File: src/rtl/mc_defs.sv
// Shared encodings for the multi-cycle MIPS control path: FSM states, opcodes,
// ALU operation classes (also used by the ALU control decoder) and mux selects.
package mc_defs;

    typedef enum logic [3:0] {
        ST_RESET,
        ST_FETCH,
        ST_DECODE,
        ST_MEM_ADDR,
        ST_MEM_READ,
        ST_MEM_WB,
        ST_MEM_WRITE,
        ST_R_EXEC,
        ST_R_WB,
        ST_BRANCH,
        ST_IMM_EXEC,
        ST_IMM_WB,
        ST_JUMP,
        ST_ILLEGAL
    } state_e;

    localparam logic [5:0] OP_RTYPE = 6'h00;
    localparam logic [5:0] OP_J     = 6'h02;
    localparam logic [5:0] OP_BEQ   = 6'h04;
    localparam logic [5:0] OP_BNE   = 6'h05;
    localparam logic [5:0] OP_ADDI  = 6'h08;
    localparam logic [5:0] OP_ANDI  = 6'h0C;
    localparam logic [5:0] OP_ORI   = 6'h0D;
    localparam logic [5:0] OP_LW    = 6'h23;
    localparam logic [5:0] OP_SW    = 6'h2B;

    localparam logic [2:0] ALU_ADD   = 3'b000;
    localparam logic [2:0] ALU_SUB   = 3'b001;
    localparam logic [2:0] ALU_FUNCT = 3'b010;
    localparam logic [2:0] ALU_ADDI  = 3'b100;
    localparam logic [2:0] ALU_ANDI  = 3'b101;
    localparam logic [2:0] ALU_ORI   = 3'b111;

    localparam logic [1:0] SRC_B_REG    = 2'b00;
    localparam logic [1:0] SRC_B_FOUR   = 2'b01;
    localparam logic [1:0] SRC_B_IMM    = 2'b10;
    localparam logic [1:0] SRC_B_BRANCH = 2'b11;

    localparam logic [1:0] PC_SRC_ALU    = 2'b00;
    localparam logic [1:0] PC_SRC_ALUOUT = 2'b01;
    localparam logic [1:0] PC_SRC_JUMP   = 2'b10;

    // Immediate-class ALU operation for the latched opcode.
    function automatic logic [2:0] imm_alu_op(input logic [5:0] op);
        case (op)
            OP_ANDI: return ALU_ANDI;
            OP_ORI:  return ALU_ORI;
            default: return ALU_ADDI;
        endcase
    endfunction

    // Logical immediates are zero-extended; addi sign-extends.
    function automatic logic imm_ext_zero(input logic [5:0] op);
        return (op == OP_ANDI) || (op == OP_ORI);
    endfunction

endpackage

File: src/rtl/mem_wait_timer.sv
// Counts consecutive stalled memory-wait cycles and flags a timeout when the
// count reaches TIMEOUT_CYCLES (0 disables). A ready memory always beats timeout.
module mem_wait_timer #(
    parameter int TIMEOUT_CYCLES = 255,
    parameter int CNT_W          = 8
) (
    input  logic clk,
    input  logic reset,
    input  logic wait_i,
    input  logic ready_i,
    input  logic clear_i,
    output logic timeout_o
);

    localparam logic [CNT_W-1:0] LIMIT      = CNT_W'(TIMEOUT_CYCLES);
    localparam logic [CNT_W-1:0] CNT_MAX    = '1;
    localparam bit               TIMEOUT_EN = (TIMEOUT_CYCLES != 0);

    logic [CNT_W-1:0] cnt_q, cnt_d;
    logic             stalled;

    assign stalled = wait_i & ~ready_i;

    // NOTE: every variable driven in always_comb gets a default first, so no latch is inferred.
    always_comb begin
        cnt_d = cnt_q;
        if (clear_i) begin
            cnt_d = '0;
        end else if (stalled && (cnt_q != CNT_MAX)) begin
            cnt_d = cnt_q + CNT_W'(1);
        end
    end

    // NOTE: sequential state uses non-blocking assignments so all flops update together.
    always_ff @(posedge clk or posedge reset) begin
        if (reset) begin
            cnt_q <= '0;
        end else begin
            cnt_q <= cnt_d;
        end
    end

    assign timeout_o = TIMEOUT_EN && stalled && (cnt_q == LIMIT);

endmodule

File: src/rtl/multicycle_control.sv
// Moore-style sequencer for the multi-cycle MIPS datapath.
// Optional `MC_BNE_EN adds bne (opcode 0x05) through the BRANCH state.
module multicycle_control
    import mc_defs::*;
#(
    parameter int TIMEOUT_CYCLES = 255,
    parameter int CNT_W          = 8
) (
    input  logic       clk,
    input  logic       reset,
    input  logic [5:0] opcode,
    input  logic       zero,
    input  logic       mem_ready,
    output logic       pc_en,
    output logic       i_or_d,
    output logic       mem_read,
    output logic       mem_write,
    output logic       ir_write,
    output logic       reg_dst,
    output logic       mem_to_reg,
    output logic       reg_write,
    output logic       alu_src_a,
    output logic [1:0] alu_src_b,
    output logic       ext_zero,
    output logic [2:0] alu_operation,
    output logic [1:0] pc_source,
    output logic       instr_done,
    output logic       illegal_op,
    output logic       mem_timeout
);

    state_e     state_q, state_d;
    logic [5:0] op_q;
    logic       in_wait;
    logic       timer_clear;
    logic       branch_taken;
    state_e     decode_target;

    assign in_wait = (state_q == ST_FETCH) || (state_q == ST_MEM_READ) ||
                     (state_q == ST_MEM_WRITE);

    // Counter restarts on any state change, and on a FETCH retry that stays put.
    assign timer_clear = (state_d != state_q) || mem_timeout;

    mem_wait_timer #(
        .TIMEOUT_CYCLES(TIMEOUT_CYCLES),
        .CNT_W         (CNT_W)
    ) u_wait_timer (
        .clk      (clk),
        .reset    (reset),
        .wait_i   (in_wait),
        .ready_i  (mem_ready),
        .clear_i  (timer_clear),
        .timeout_o(mem_timeout)
    );

`ifdef MC_BNE_EN
    assign branch_taken = (op_q == OP_BNE) ? ~zero : zero;
`else
    assign branch_taken = zero;
`endif

    always_comb begin
        case (opcode)
            OP_RTYPE:                 decode_target = ST_R_EXEC;
            OP_LW, OP_SW:             decode_target = ST_MEM_ADDR;
            OP_BEQ:                   decode_target = ST_BRANCH;
`ifdef MC_BNE_EN
            OP_BNE:                   decode_target = ST_BRANCH;
`endif
            OP_ADDI, OP_ANDI, OP_ORI: decode_target = ST_IMM_EXEC;
            OP_J:                     decode_target = ST_JUMP;
            default:                  decode_target = ST_ILLEGAL;
        endcase
    end

    always_comb begin
        state_d       = state_q;
        pc_en         = 1'b0;
        i_or_d        = 1'b0;
        mem_read      = 1'b0;
        mem_write     = 1'b0;
        ir_write      = 1'b0;
        reg_dst       = 1'b0;
        mem_to_reg    = 1'b0;
        reg_write     = 1'b0;
        alu_src_a     = 1'b0;
        alu_src_b     = SRC_B_REG;
        ext_zero      = 1'b0;
        alu_operation = ALU_ADD;
        pc_source     = PC_SRC_ALU;
        instr_done    = 1'b0;
        illegal_op    = 1'b0;

        case (state_q)
            ST_RESET: state_d = ST_FETCH;
            ST_FETCH: begin
                mem_read  = ~mem_timeout;
                alu_src_b = SRC_B_FOUR;
                if (mem_ready) begin
                    ir_write = 1'b1;
                    pc_en    = 1'b1;
                    state_d  = ST_DECODE;
                end
            end
            ST_DECODE: begin
                alu_src_b = SRC_B_BRANCH;
                state_d   = decode_target;
            end
            ST_MEM_ADDR: begin
                alu_src_a = 1'b1;
                alu_src_b = SRC_B_IMM;
                state_d   = (op_q == OP_SW) ? ST_MEM_WRITE : ST_MEM_READ;
            end
            ST_MEM_READ: begin
                i_or_d   = 1'b1;
                mem_read = ~mem_timeout;
                if (mem_ready)        state_d = ST_MEM_WB;
                else if (mem_timeout) state_d = ST_FETCH;
            end
            ST_MEM_WB: begin
                reg_write  = 1'b1;
                mem_to_reg = 1'b1;
                instr_done = 1'b1;
                state_d    = ST_FETCH;
            end
            ST_MEM_WRITE: begin
                i_or_d    = 1'b1;
                mem_write = ~mem_timeout;
                if (mem_ready) begin
                    instr_done = 1'b1;
                    state_d    = ST_FETCH;
                end else if (mem_timeout) begin
                    state_d = ST_FETCH;
                end
            end
            ST_R_EXEC: begin
                alu_src_a     = 1'b1;
                alu_operation = ALU_FUNCT;
                state_d       = ST_R_WB;
            end
            ST_R_WB: begin
                reg_write  = 1'b1;
                reg_dst    = 1'b1;
                instr_done = 1'b1;
                state_d    = ST_FETCH;
            end
            ST_BRANCH: begin
                alu_src_a     = 1'b1;
                alu_operation = ALU_SUB;
                pc_source     = PC_SRC_ALUOUT;
                pc_en         = branch_taken;
                instr_done    = 1'b1;
                state_d       = ST_FETCH;
            end
            ST_IMM_EXEC: begin
                alu_src_a     = 1'b1;
                alu_src_b     = SRC_B_IMM;
                alu_operation = imm_alu_op(op_q);
                ext_zero      = imm_ext_zero(op_q);
                state_d       = ST_IMM_WB;
            end
            ST_IMM_WB: begin
                reg_write  = 1'b1;
                ext_zero   = imm_ext_zero(op_q);
                instr_done = 1'b1;
                state_d    = ST_FETCH;
            end
            ST_JUMP: begin
                pc_source  = PC_SRC_JUMP;
                pc_en      = 1'b1;
                instr_done = 1'b1;
                state_d    = ST_FETCH;
            end
            ST_ILLEGAL: begin
                illegal_op = 1'b1;
                state_d    = ST_FETCH;
            end
            default: state_d = ST_RESET;
        endcase
    end

    always_ff @(posedge clk or posedge reset) begin
        if (reset) begin
            state_q <= ST_RESET;
            op_q    <= '0;
        end else begin
            state_q <= state_d;
            if (state_q == ST_DECODE) op_q <= opcode;
        end
    end

endmodule

File: config.mk
export PLATFORM = sky130hd
export DESIGN_NAME = multicycle_control
export DESIGN_NICKNAME = d
export VERILOG_FILES = /design/src/rtl/mc_defs.sv /design/src/rtl/mem_wait_timer.sv /design/src/rtl/multicycle_control.sv
export SDC_FILE = /design/constraint.sdc
export NUM_CORES = 1
export LEC_CHECK = 0
export BUFFER_PORTS_ARGS = -buffer_cell sky130_fd_sc_hd__buf_2
export CAP_MARGIN = 30
export CORE_MARGIN = 8
export CORE_UTILIZATION = 58
export DETAILED_ROUTE_END_ITERATION = 10
export PLACE_DENSITY = 0.82
export SLEW_MARGIN = 20
export SYNTH_ARGS = -nofsm -noshare
export SYNTH_HDL_FRONTEND = slang
export SYNTH_SLANG_ARGS = --single-unit
File: constraint.sdc
create_clock -name clk -period 2.8 [get_ports clk]
set_input_delay 0.42 -clock clk [delete_from_list [all_inputs] [get_ports clk]]
set_output_delay 0.42 -clock clk [all_outputs]
set_load 0.005 [all_outputs]
; Word-level counts from Yosys, hierarchy flattened
; Cells that the tools add are included.
[classes]
addsub = 1
bitwise = 3
n_reduce_logical = 19
eq_ne = 26
mux = 26
[op_table]
columns = cell, count
row1 = $pmux W4 S8, 1
row2 = $eq A6 B4 Y1 const B, 5
row3 = $eq A4 B4 Y1 const B, 6
row4 = $pmux W4 S5, 1
row5 = $eq A6 B6 Y1 const B, 3
row6 = $eq A4 B3 Y1 const B, 4
row7 = $mux W4, 4
row8 = $mux W8, 2
row9 = $mux W1, 11
row10 = $reduce_or A2 Y1, 5
row11 = $pmux W3 S3, 1
row12 = $add A8 B1 Y8 const B, 1
row13 = $eq A4 B2 Y1 const B, 2
row14 = $eq A8 B8 Y1 const B, 1
row15 = $ne A8 B8 Y1 const B, 1
row16 = $pmux W2 S2, 2
row17 = $reduce_or A7 Y1, 1
row18 = $eq A6 B2 Y1 const B, 1
row19 = $eq A6 B3 Y1 const B, 1
row20 = $logic_not A6 Y1, 1
row21 = $pmux W2 S3, 1
row22 = $reduce_or A3 Y1, 2
row23 = $reduce_or A5 Y1, 1
row24 = $eq A4 B1 Y1 const B, 1
row25 = other kinds (11), 16
[word_totals]
wordCells = 78
input_bits = 10
output_inout_bits = 20
ff_bits = 18

; Depth between registers and ports, before layout
; Gate-level depths: netlist of run 1.
[depth]
depth_word = 11
mapped_depth = 8

; Hierarchy
; From an unflattened synthesis of run 1, not the netlist that was laid out.
[unflattened]
hier_cells = 161
hier_area_um2 = 1367.6
[modules_own_cells]
columns = mod, cells_per_inst, instances, seq_area_each_um2, area_per_inst_um2
row1 = multicycle_control, 111, 1, 250.2, 859.6
row2 = mem_wait_timer, 50, 1, 200.2, 508.0

; Least setup slack after synthesis of run 1
; Ideal clock, no wire load.
[synth_path]
path_type = register to output
from = register state_q[1]
to = output port mem_read
arrival_ps = 1537
t_required_ps = 2380
path_buffers = 1
setup_slack_ps = 843
stages_incl_launch_ff = 7
path_cell_list = dfrtp_1 buf_2 nand2b_1 nor2_1 a21oi_1 nor4_4 nor4_1
[synth_between]
elab_chain_cells = 7
elab_cells_between_ends = 10
[synth_lines]
columns = element, line
row1 = from (decl), multicycle_control.sv:32  ; state_e state_q, state_d;
row2 = from (signal assigned), multicycle_control.sv:188  ; state_q <= state_d;
row3 = $eq A4 B1 Y1 / $eq A4 B3 Y1 (equally long branches), multicycle_control.sv:39  ; assign in_wait = (state_q == ST_FETCH) || (state_q == ST_MEM_READ) ||
row4 = $logic_or A1 B1 Y1, multicycle_control.sv:39
row5 = $logic_or A1 B1 Y1 *, multicycle_control.sv:39
row6 = $and A1 B1 Y1 *, mem_wait_timer.sv:22  ; assign stalled = wait_i & ~ready_i;
row7 = $logic_and A1 B1 Y1 *, mem_wait_timer.sv:43  ; assign timeout_o = TIMEOUT_EN && stalled && (cnt_q == LIMIT);
row8 = named net mem_timeout, multicycle_control.sv:29  ; output logic mem_timeout
row9 = $not A1 Y1 *, "multicycle_control.sv:98, multicycle_control.sv:117"
row10 = $mux W1 *, -
row11 = to (decl), multicycle_control.sv:16  ; output logic mem_read,
; Mark *: on every way through the listed nets, which the timed path passes. The rest lies on a longest branch.

; Worst setup path after layout of run 1
[layout_path]
from = register state_q[0]
to = output port mem_timeout
[layout_between]
elab_chain_cells = 5
elab_cells_between_ends = 7
[layout_lines]
columns = element, line
row1 = $eq A4 B1 Y1 / $eq A4 B3 Y1 (equally long branches), multicycle_control.sv:39
row2 = $logic_or A1 B1 Y1, multicycle_control.sv:39
row3 = $logic_or A1 B1 Y1 *, multicycle_control.sv:39
row4 = $and A1 B1 Y1 *, mem_wait_timer.sv:22
row5 = $logic_and A1 B1 Y1 *, mem_wait_timer.sv:43
row6 = to (decl), multicycle_control.sv:29
; Mark *: on every way between the ends. The rest lies on a longest branch, timed or not.

==> reports/qor.txt, run 1 <==
number of flops mapped to enable cells by yosys - 0
critical path required time - 2380 ps
layout cell share with drive strength beyond 1 - 23.08%
power share of the combinational group - 56.5%
internal power summed over all cells - 0.7095 mW
Vias per Instance - 6.130
number of storage elements in the synthesis netlist - 18
H-tree level count - 1
total of max-cap violations - 0
overall power after layout - 1.350 mW
height of the die - 64.54 um
core utilization of the finished layout - 69.80%
source of the worst register-to-register timing path - state_q[0]
number of buffers inserted by hold repair at cts - 0
Pins Over Slew Limit - 0
DIE AREA - 4165 sq um
CTS clock-pin slew for the worst setup and hold paths - 100 ps
Post CTS Setup Buffer Count - 0
all-layer global routing usage - 17.84%
share of synthesized registers carrying an async set or reset - 100.0%
Yosys warning count - 0
path class of the lowest-slack min-delay path - in2async
Cell Count Post-Placement - 220
instance count of the mapped netlist - 168
type of destination of the critical path - output pin
CP Max Fanout - 19
most frequent cells in the layout - sky130_fd_sc_hd__buf_2 (29), sky130_fd_sc_hd__nand2_1 (24), sky130_fd_sc_hd__nor2_1 (22)
crit path DAT - 2140 ps
largest net degree at the start of global routing - 20
Synth-to-Final Area Change - 13.00%
Final Instance Count excl. Fillers - 223
clock network latency to the later pin of the worst-skew pair - 280 ps
LEAKAGE - 0.7261 nW
Core Box Area - 2212 sq um
antenna diode count - 0
proportion of synthesized chip area in sequential cells - 32.97%
total clock sinks - 18
RePlAce Congestion - 1.023
CTS max path bufs - 2
# port buffers - 29
fillers - 202
power per cell area - 874.1 nW/um^2
time the worst path needs with I/O delays and setup - 2555 ps
FMAX - 391.4 MHz
quantity of gates resized following cts - 0
final hold vios - 0
global-route wire length before repair - 6147 um
DRT Wirelength - 3743 um
total net switching power - 0.6401 mW
worst setup path start - state_q[0]
most frequently used flop master after synthesis - sky130_fd_sc_hd__dfrtp_1
Placed Instance Area - 1521 sq um
final worst hold slack - 211.2 ps
number of buffers created by CTS - 3
IO Count - 30
Yosys cell types - 48
total negative slack for setup checks - 0 ps
horizontal die dimension - 64.54 um
power share of the sequential group - 34.4%
worst rel slew slack - 56.11%
result of the run - finished clean
Post-Syn Nets - 179
slew at the pin with the worst max-slew slack - 657.7 ps
# nets final - 208
leading cell type in the layout, fill and taps excluded - sky130_fd_sc_hd__buf_2
switching part of the total power - 47.43%
Via Count - 1,367
CTS tree - built
detailed-route wire length per cell - 16.78 um
DRC viols - 0
worst-case setup margin in the final layout - 244.9 ps
number of antenna violations at the first check in global routing - 0
RSZ-0062 raised after global routing - false
area of all placed cells without fillers - 1544 sq um
number of detailed-route iterations in the first pass - 5
grt ovf - 0
Iteration-0 DRC Markers - 107
number of global-route vias before repair - 1,341
residual antenna-violating net count after detailed routing - 0
part of the power in the clock network - 9.1%
buffer cell driving the clock tree root - sky130_fd_sc_hd__clkbuf_4
site row count - 17
Placement Setup Slack - 455.7 ps
Critical Setup Path Class - reg2out
share of the clock period used by the worst path after layout - 91.25%
Peak VDD IR - 0.0005336 V
CP startpoint kind - flop
dpl hpwl - 2946 um
starting density of the core - 61.76%
Final setup violation count - 0
post-synthesis cell area - 1366 sq um
syn_area_per_cell - 8.133 sq um
clock tree skew after final layout - 4.967 ps
-- final timing paths --
| kind | to | slack [ps] | cells after the start |
|---|---|---|---|
| max in group asynchronous | u_wait_timer.cnt_q[0] | 2170 | 2 |
| min reg2reg | op_q[4] | 490 | 2 |
| min | u_wait_timer.cnt_q[3] | 210 | 2 |
| max | mem_timeout | 240 | 6 |
| max reg2reg | u_wait_timer.cnt_q[5] | 360 | 6 |
| min in group clk | op_q[1] | 400 | 3 |
-- kinds of logic after synthesis --
kind of cell	Yosys count	synth area share, %
fa+ha+maj	1	0.9156
flops	18	32.97
compound gates	31	15.11
simple gates	99	41.94
xor+xnor	7	4.487
buf+inv	12	4.578
-- layout make-up --
cell class / instances / area [sq um] / area share, %
sequential: 18 / 450.4 / 29.17
tap: 28 / 35.03 / 2.269
timing repair buffer: 32 / 167.7 / 10.86
multi-input combinational: 138 / 853.3 / 55.27
clock buffer: 3 / 22.52 / 1.459
inverter: 4 / 15.01 / 0.9724
-- registers in the layout (all words and copies together), names as in the netlist --
name                flops
op_q                    6
state_q                 4
u_wait_timer.cnt_q      8
-- power by group through the flow --
stage               Combinational (mW)  Sequential (mW)  Clock (mW)
finish                           0.763            0.464       0.122
global route                     0.826            0.480       0.138
CTS                              0.753            0.460       0.126
detailed placement               0.749            0.465           0
global placement                 0.724            0.459           0
floorplan                        0.624            0.382           0
-- worst max-delay path, stage by stage (launching register included) --
cell                       delay (ps)
sky130_fd_sc_hd__dfrtp_1          720
sky130_fd_sc_hd__nand2b_1         300
sky130_fd_sc_hd__nor2_1           150
sky130_fd_sc_hd__a21oi_1           80
sky130_fd_sc_hd__nor4_4           250
sky130_fd_sc_hd__buf_4            230
sky130_fd_sc_hd__buf_2            130
-- routing by layer --
layer | wire length, um | part of all wire (%) | global-route usage [%]
met4 | 63 | 1.7 | 6.540
met1 | 1488 | 40 | 21.20
met2 | 1939 | 52 | 30.56
met3 | 251 | 6.7 | 4.124
met5 | 0 | 0 | 0
-- synthesized netlist by cell type (2+ instances only) --
master | number | area share [%]
sky130_fd_sc_hd__a211o_1 | 3 | 1.9
sky130_fd_sc_hd__a21oi_1 | 8 | 2.9
sky130_fd_sc_hd__a32oi_1 | 2 | 1.3
sky130_fd_sc_hd__and2_1 | 3 | 1.4
sky130_fd_sc_hd__and2b_1 | 2 | 1.1
sky130_fd_sc_hd__and3_1 | 4 | 1.8
sky130_fd_sc_hd__and3b_1 | 2 | 1.3
sky130_fd_sc_hd__buf_2 | 5 | 1.8
sky130_fd_sc_hd__dfrtp_1 | 18 | 33
sky130_fd_sc_hd__inv_1 | 3 | 0.82
sky130_fd_sc_hd__nand2_1 | 24 | 6.6
sky130_fd_sc_hd__nand2b_1 | 6 | 2.7
sky130_fd_sc_hd__nand3_1 | 5 | 1.8
sky130_fd_sc_hd__nand3b_1 | 2 | 1.1
sky130_fd_sc_hd__nand4_1 | 2 | 0.92
sky130_fd_sc_hd__nor2_1 | 22 | 6.0
sky130_fd_sc_hd__nor2b_1 | 6 | 2.7
sky130_fd_sc_hd__nor3_1 | 5 | 1.8
sky130_fd_sc_hd__nor3_2 | 4 | 2.9
sky130_fd_sc_hd__nor4_1 | 2 | 0.92
sky130_fd_sc_hd__o21ai_0 | 7 | 2.6
sky130_fd_sc_hd__o22ai_1 | 2 | 0.92
sky130_fd_sc_hd__xnor2_1 | 5 | 3.2
sky130_fd_sc_hd__xor2_1 | 2 | 1.3
(Power assumes the default switching activity.)
==> inputs of run 2 (changes only) <==
--- a/config.mk
+++ b/config.mk
@@ -7,10 +7,13 @@
 export LEC_CHECK = 0
 export BUFFER_PORTS_ARGS = -buffer_cell sky130_fd_sc_hd__buf_2
 export CAP_MARGIN = 30
+export CELL_PAD_IN_SITES_DETAIL_PLACEMENT = 0
+export CELL_PAD_IN_SITES_GLOBAL_PLACEMENT = 1
+export CORE_ASPECT_RATIO = 0.5
 export CORE_MARGIN = 8
-export CORE_UTILIZATION = 58
+export CORE_UTILIZATION = 42
 export DETAILED_ROUTE_END_ITERATION = 10
-export PLACE_DENSITY = 0.82
+export PLACE_DENSITY = 0.81
 export SLEW_MARGIN = 20
 export SYNTH_ARGS = -nofsm -noshare
 export SYNTH_HDL_FRONTEND = slang
==> run 2 against run 1 <==
  * Combinational power shrank 2.6%
  * Sequential power is 2% higher
  * Fmax decreased by 1.7%
  * Total power grew 3.4%
  * Hold slack better by 65 ps
  * Clock skew down 3.6 ps
  * Largest cell class unchanged
  * Global-route usage fell by 4.6 points
  * Register-to-register slack better by 210 ps
  * Highest routed layer unchanged
  * Critical path depth is the same
==> reports/qor.txt, run 2 (same netlist as run 1, synthesis figures left out) <==
result of the run - finished clean
slew at the pin with the worst max-slew slack - 725.2 ps (+67.49 ps)
clock network latency to the later pin of the worst-skew pair - 250 ps (-30 ps)
antenna diode count - 0 (unchanged)
final hold vios - 0 (unchanged)
IO Count - 30 (unchanged)
CTS max path bufs - 2 (unchanged)
cells along the critical path - nand2b_1, nor2_1, a21oi_1, nor4_4, nor3_1, buf_2
FMAX - 384.9 MHz (-1.7%)
DRC viols - 0 (unchanged)
CP Max Fanout - 19 (unchanged)
number of cell instances on the worst register-to-register path - 7 (+1)
H-tree level count - 1 (unchanged)
site row count - 14 (-3)
Final setup violation count - 0 (unchanged)
Final Instance Count excl. Fillers - 235 (+5.4%)
RePlAce Congestion - 0.7850 (-23%)
largest reg by FF count - u_wait_timer.cnt_q
DIE AREA - 5445 sq um (+31%)
final worst hold slack - 276.5 ps (+65.29 ps)
Synth-to-Final Area Change - 15.48%
Pins Over Slew Limit - 0 (unchanged)
sequential standard cell area - 450.4 sq um (unchanged)
top cell family by delay on the critical path - simple AND/OR/NAND/NOR gates
most frequent cells in the layout - sky130_fd_sc_hd__buf_2 (29), sky130_fd_sc_hd__nand2_1 (24), sky130_fd_sc_hd__nor2_1 (22)
quantity of gates resized following cts - 0 (unchanged)
total buffers and inverters traversed by the critical path - 1 (-1)
Iteration-0 DRC Markers - 95 (-11%)
residual antenna-violating net count after detailed routing - 0 (unchanged)
type of destination of the critical path - output pin
busiest layer in global routing - met2
CTS tree - built
Vias per Instance - 5.540 (-9.6%)
# port buffers - 29 (unchanged)
clock tree skew after final layout - 1.345 ps (-3.622 ps)
Post CTS Setup Buffer Count - 0 (unchanged)
register-to-register setup slack - 570 ps (+210 ps)
grt ovf - 0 (unchanged)
time the worst path needs with I/O delays and setup - 2598 ps (+43.07 ps)
global-route wire length before repair - 6051 um (-1.6%)
all-layer global routing usage - 13.23% (-4.6 points)
number of flip-flops in the largest register - 8 (unchanged)
grt met1 use - 16.85% (-4.3 points)
number of buffers created by CTS - 3 (unchanged)
Peak VDD IR - 0.0004053 V (-24%)
total clock sinks - 18 (unchanged)
# nets final - 208 (unchanged)
number of global-route vias before repair - 1,220 (-9.0%)
reg-to-reg critical path endpoint - u_wait_timer.cnt_q[7]
crit path DAT - 2180 ps (+40 ps)
fillers - 320 (+58%)
total negative slack for setup checks - 0 ps (unchanged)
Regs by FF count - u_wait_timer.cnt_q (8), op_q (6), state_q (4)
number of antenna violations at the first check in global routing - 0 (unchanged)
share of the clock period used by the worst path after layout - 92.79% (+1.5 points)
multi-input logic area - 853.3 sq um (unchanged)
LEAKAGE - 0.7328 nW (+0.92%)
critical path required time - 2380 ps (about the same)
height of the die - 56.33 um (-13%)
dpl hpwl - 2786 um (-5.4%)
CTS clock-pin slew for the worst setup and hold paths - 70 ps (-30 ps)
leading cell type in the layout, fill and taps excluded - sky130_fd_sc_hd__buf_2
starting density of the core - 44.83% (-17 points)
layout cell share with drive strength beyond 1 - 23.08% (unchanged)
power per cell area - 884.2 nW/um^2 (+1.2%)
RSZ-0062 raised after global routing - false
Via Count - 1,302 (-4.8%)
slowest stage cell on the critical path - sky130_fd_sc_hd__dfrtp_1
detailed-route wire length per cell - 15.26 um (-9.1%)
path class of the lowest-slack min-delay path - in2async
worst rel slew slack - 51.60% (-4.5 points)
Cell Count Post-Placement - 232 (+5.5%)
number of buffers inserted by hold repair at cts - 0 (unchanged)
Core Box Area - 3048 sq um (+38%)
number of detailed-route iterations in the first pass - 4 (-1)
source of the worst register-to-register timing path - state_q[1]
CP startpoint kind - flop
Worst path max stage delay - 690 ps (-30 ps)
overall power after layout - 1.395 mW (+3.4%)
horizontal die dimension - 96.66 um (+50%)
met2 demand-to-capacity share in global routing - 21.84% (-8.7 points)
buffer cell driving the clock tree root - sky130_fd_sc_hd__clkbuf_8
largest net degree at the start of global routing - 20 (unchanged)
met3 global-route usage - 3.659% (-0.47 points)
Critical Setup Path Class - reg2out
DRT Wirelength - 3587 um (-4.2%)
total of max-cap violations - 0 (unchanged)
-- run 2: cell types whose count changed in the layout (fill, tap and decap cells not counted) --
cell                       delta
sky130_fd_sc_hd__clkbuf_8     +3
sky130_fd_sc_hd__clkbuf_4     -3
-- run 2: area by class of cell --
type,instances,share of cell area (%)
inverter,4,0.9516
sequential,18,28.55
multi-input combinational,138,54.08
tap,40,3.172
timing repair buffer,32,10.63
clock buffer,3,2.617
-- run 2: where the power goes --
part | internal, mW | leakage (nW) | switching, mW
clock | 0.0957 | 0.0216 | 0.0852
sequential | 0.335 | 0.235 | 0.137
combinational | 0.339 | 0.476 | 0.404
-- run 2: worst max path at each step --
| stage | from | end | slack (ps) | depth (start not counted) |
|---|---|---|---|---|
| after detailed placement | state_q[0] | mem_write | 520 | 6 |
| after CTS | state_q[0] | mem_write | 210 | 6 |
| after global placement | state_q[0] | mem_read | 570 | 6 |
| final | state_q[0] | mem_write | 200 | 6 |
| after global routing | state_q[0] | mem_read | 40 | 6 |
| after floorplan | state_q[1] | mem_read | 840 | 6 |
-- run 2: per-stage QoR --
step	setup WS, ps	instance area [sq um]	utilization, %
floorplan	842.9	1366	-
global placement	566.1	1536	50.41
detailed placement	520.1	1536	50.41
CTS	210.7	1578	51.77
global route	39.68	1578	51.77
finish	201.8	1578	51.77
-- run 2: metal layers --
metal	vias up	wire length (um)
li1	650	-
met1	606	1664
met2	41	1663
met3	5	237
met4	0	21
met5	-	0
==> inputs of run 3 (changes only) <==
--- a/config.mk
+++ b/config.mk
@@ -11,9 +11,9 @@
 export CELL_PAD_IN_SITES_GLOBAL_PLACEMENT = 1
 export CORE_ASPECT_RATIO = 0.5
 export CORE_MARGIN = 8
-export CORE_UTILIZATION = 42
+export CORE_UTILIZATION = 35
 export DETAILED_ROUTE_END_ITERATION = 10
-export PLACE_DENSITY = 0.81
+export PLACE_DENSITY = 0.72
 export SLEW_MARGIN = 20
 export SYNTH_ARGS = -nofsm -noshare
 export SYNTH_HDL_FRONTEND = slang
==> constraint.sdc (replaced) <==
create_clock -name clk -period 2.1 [get_ports clk]
set_input_delay 0.315 -clock clk [delete_from_list [all_inputs] [get_ports clk]]
set_output_delay 0.315 -clock clk [all_outputs]
set_load 0.005 [all_outputs]
==> run 3 against run 2 <==
  * Via count rose by 6.2%
  * Clock-buffer cell count grew 1
  * Clock power rose by 59%
  * Final cell count is 13% higher
  * Critical endpoint is now mem_read
  * Highest routed layer unchanged
==> reports/qor.txt, run 3 (same netlist as run 1, synthesis figures left out) <==
worst rel slew slack - 53.54% (+1.9 points)
antenna diode count - 0 (unchanged)
residual antenna-violating net count after detailed routing - 0 (unchanged)
largest net degree at the start of global routing - 19 (-5.0%)
overall power after layout - 2.086 mW (+50%)
path class of the lowest-slack min-delay path - in2async
Via Count - 1,383 (+6.2%)
largest reg by FF count - u_wait_timer.cnt_q
crit path DAT - 1700 ps (-480 ps)
# nets final - 224 (+7.7%)
power per cell area - 1190 nW/um^2 (+35%)
horizontal die dimension - 104.4 um (+8.0%)
number of buffers created by CTS - 3 (unchanged)
most frequent cells in the layout - sky130_fd_sc_hd__buf_2 (29), sky130_fd_sc_hd__nand2_1 (23), sky130_fd_sc_hd__nor2_1 (22)
layout cell share with drive strength beyond 1 - 33.49% (+10 points)
# port buffers - 29 (unchanged)
Vias per Instance - 5.199 (-6.2%)
share of the clock period used by the worst path after layout - 95.85%
dpl hpwl - 2994 um (+7.5%)
CP Max Fanout - 4 (-15)
clock tree skew after final layout - 2.344 ps (+0.9985 ps)
height of the die - 60.18 um (+6.8%)
CP startpoint kind - flop
time the worst path needs with I/O delays and setup - 2013 ps
final hold vios - 0 (unchanged)
CTS clock-pin slew for the worst setup and hold paths - 70 ps (about the same)
Cell Count Post-Placement - 257 (+11%)
DRC viols - 0 (unchanged)
total clock sinks - 18 (unchanged)
Placed Instance Area - 1637 sq um (+6.5%)
global-route wire length before repair - 6175 um (+2.0%)
DRT Wirelength - 3855 um (+7.5%)
leading cell type in the layout, fill and taps excluded - sky130_fd_sc_hd__buf_2
number of detailed-route iterations in the first pass - 4 (unchanged)
Core Box Area - 3824 sq um (+25%)
grt ovf - 0 (unchanged)
site row count - 16 (+2)
FMAX - 496.8 MHz
Final Instance Count excl. Fillers - 266 (+13%)
CTS max path bufs - 2 (unchanged)
type of destination of the critical path - output pin
total negative slack for setup checks - 0 ps (unchanged)
LEAKAGE - 0.8142 nW (+11%)
number of cell instances on the worst register-to-register path - 7 (unchanged)
number of buffers inserted by hold repair at cts - 0 (unchanged)
Pins Over Slew Limit - 0 (unchanged)
H-tree level count - 1 (unchanged)
buffer cell driving the clock tree root - sky130_fd_sc_hd__clkbuf_8
Iteration-0 DRC Markers - 92 (-3.2%)
number of antenna violations at the first check in global routing - 0 (unchanged)
IO Count - 30 (unchanged)
Final setup violation count - 0 (unchanged)
DIE AREA - 6280 sq um (+15%)
area of all placed cells without fillers - 1753 sq um (+11%)
result of the run - finished clean
register-to-register setup slack - 140 ps (-430 ps)
Critical Setup Path Class - reg2out
number of flip-flops in the largest register - 8 (unchanged)
source of the worst register-to-register timing path - state_q[1]
number of global-route vias before repair - 1,305 (+7.0%)
total of max-cap violations - 0 (unchanged)
Regs by FF count - u_wait_timer.cnt_q (8), op_q (6), state_q (4)
slew at the pin with the worst max-slew slack - 696.1 ps (-29.12 ps)
CTS tree - built
critical path required time - 1780 ps (-600 ps)
Synth-to-Final Area Change - 28.30%
RePlAce Congestion - 0.8927 (+14%)
starting density of the core - 35.73% (-9.1 points)
detailed-route wire length per cell - 14.49 um (-5.1%)
reg-to-reg critical path endpoint - u_wait_timer.cnt_q[5]
core utilization of the finished layout - 45.84% (-5.9 points)
clock network latency to the later pin of the worst-skew pair - 260 ps (about the same)
all-layer global routing usage - 12.05% (-1.2 points)
Peak VDD IR - 0.0004480 V (+11%)
## run 3: critical path, stage by stage, from the launching register on
cell and delay (ps):
sky130_fd_sc_hd__dfrtp_1 400, sky130_fd_sc_hd__ha_2 200, sky130_fd_sc_hd__and3_4 210, sky130_fd_sc_hd__nand2_2 70, sky130_fd_sc_hd__nor4_4 350, sky130_fd_sc_hd__nor4_1 90
sky130_fd_sc_hd__buf_2 130
## run 3: metal layers
metal | global-route usage, % | share of wire (%)
met5 | 0 | 0
met4 | 5.295 | 2.5
met3 | 2.366 | 3.0
met2 | 20.70 | 48
met1 | 14.58 | 47
## run 3: layout make-up
cell class,instances,area [sq um]
Sequential cell,18,454.2
Timing Repair Buffer,48,287.8
Fill cell,407,2071
Inverter,4,15.01
Tap cell,54,67.56
Clock buffer,4,55.05
Multi-Input combinational cell,138,873.3
## run 3: through the flow
stage	hold WS, ps	setup WS (ps)
finish	156.0	87.20
global placement	443.3	62.50
floorplan	253.6	247.9
detailed placement	467.7	38.46
CTS	191.0	5.978
global route	234.2	-26.23
## run 3: how the worst max path moves through the flow
| stage | startpoint | endpoint | slack, ps | cells past startpoint |
|---|---|---|---|---|
| 6_report | u_wait_timer.cnt_q[0] | mem_read | 90 | 6 |
| 5_1_grt | u_wait_timer.cnt_q[0] | mem_write | -30 | 6 |
| 4_1_cts | state_q[0] | mem_read | 6 | 7 |
| 3_5_place_dp | u_wait_timer.cnt_q[0] | u_wait_timer.cnt_q[5] | 40 | 8 |
| 3_3_place_gp | u_wait_timer.cnt_q[0] | u_wait_timer.cnt_q[7] | 60 | 8 |
| 2_1_floorplan | state_q[1] | mem_read | 250 | 6 |
## run 3: where the power goes
part	switching, mW	internal, mW	leakage, nW	total, mW
logic	0.633	0.577	0.554	1.21
clock network	0.121	0.167	0.0288	0.288
registers	0.135	0.453	0.231	0.588
## run 3: what timing repair did
item / in CTS / in global routing
setup buffers: 0 / 5
gates resized for setup: 3 / 7
setup endpoints to repair: 3 / 12
pin swaps: 0 / 2
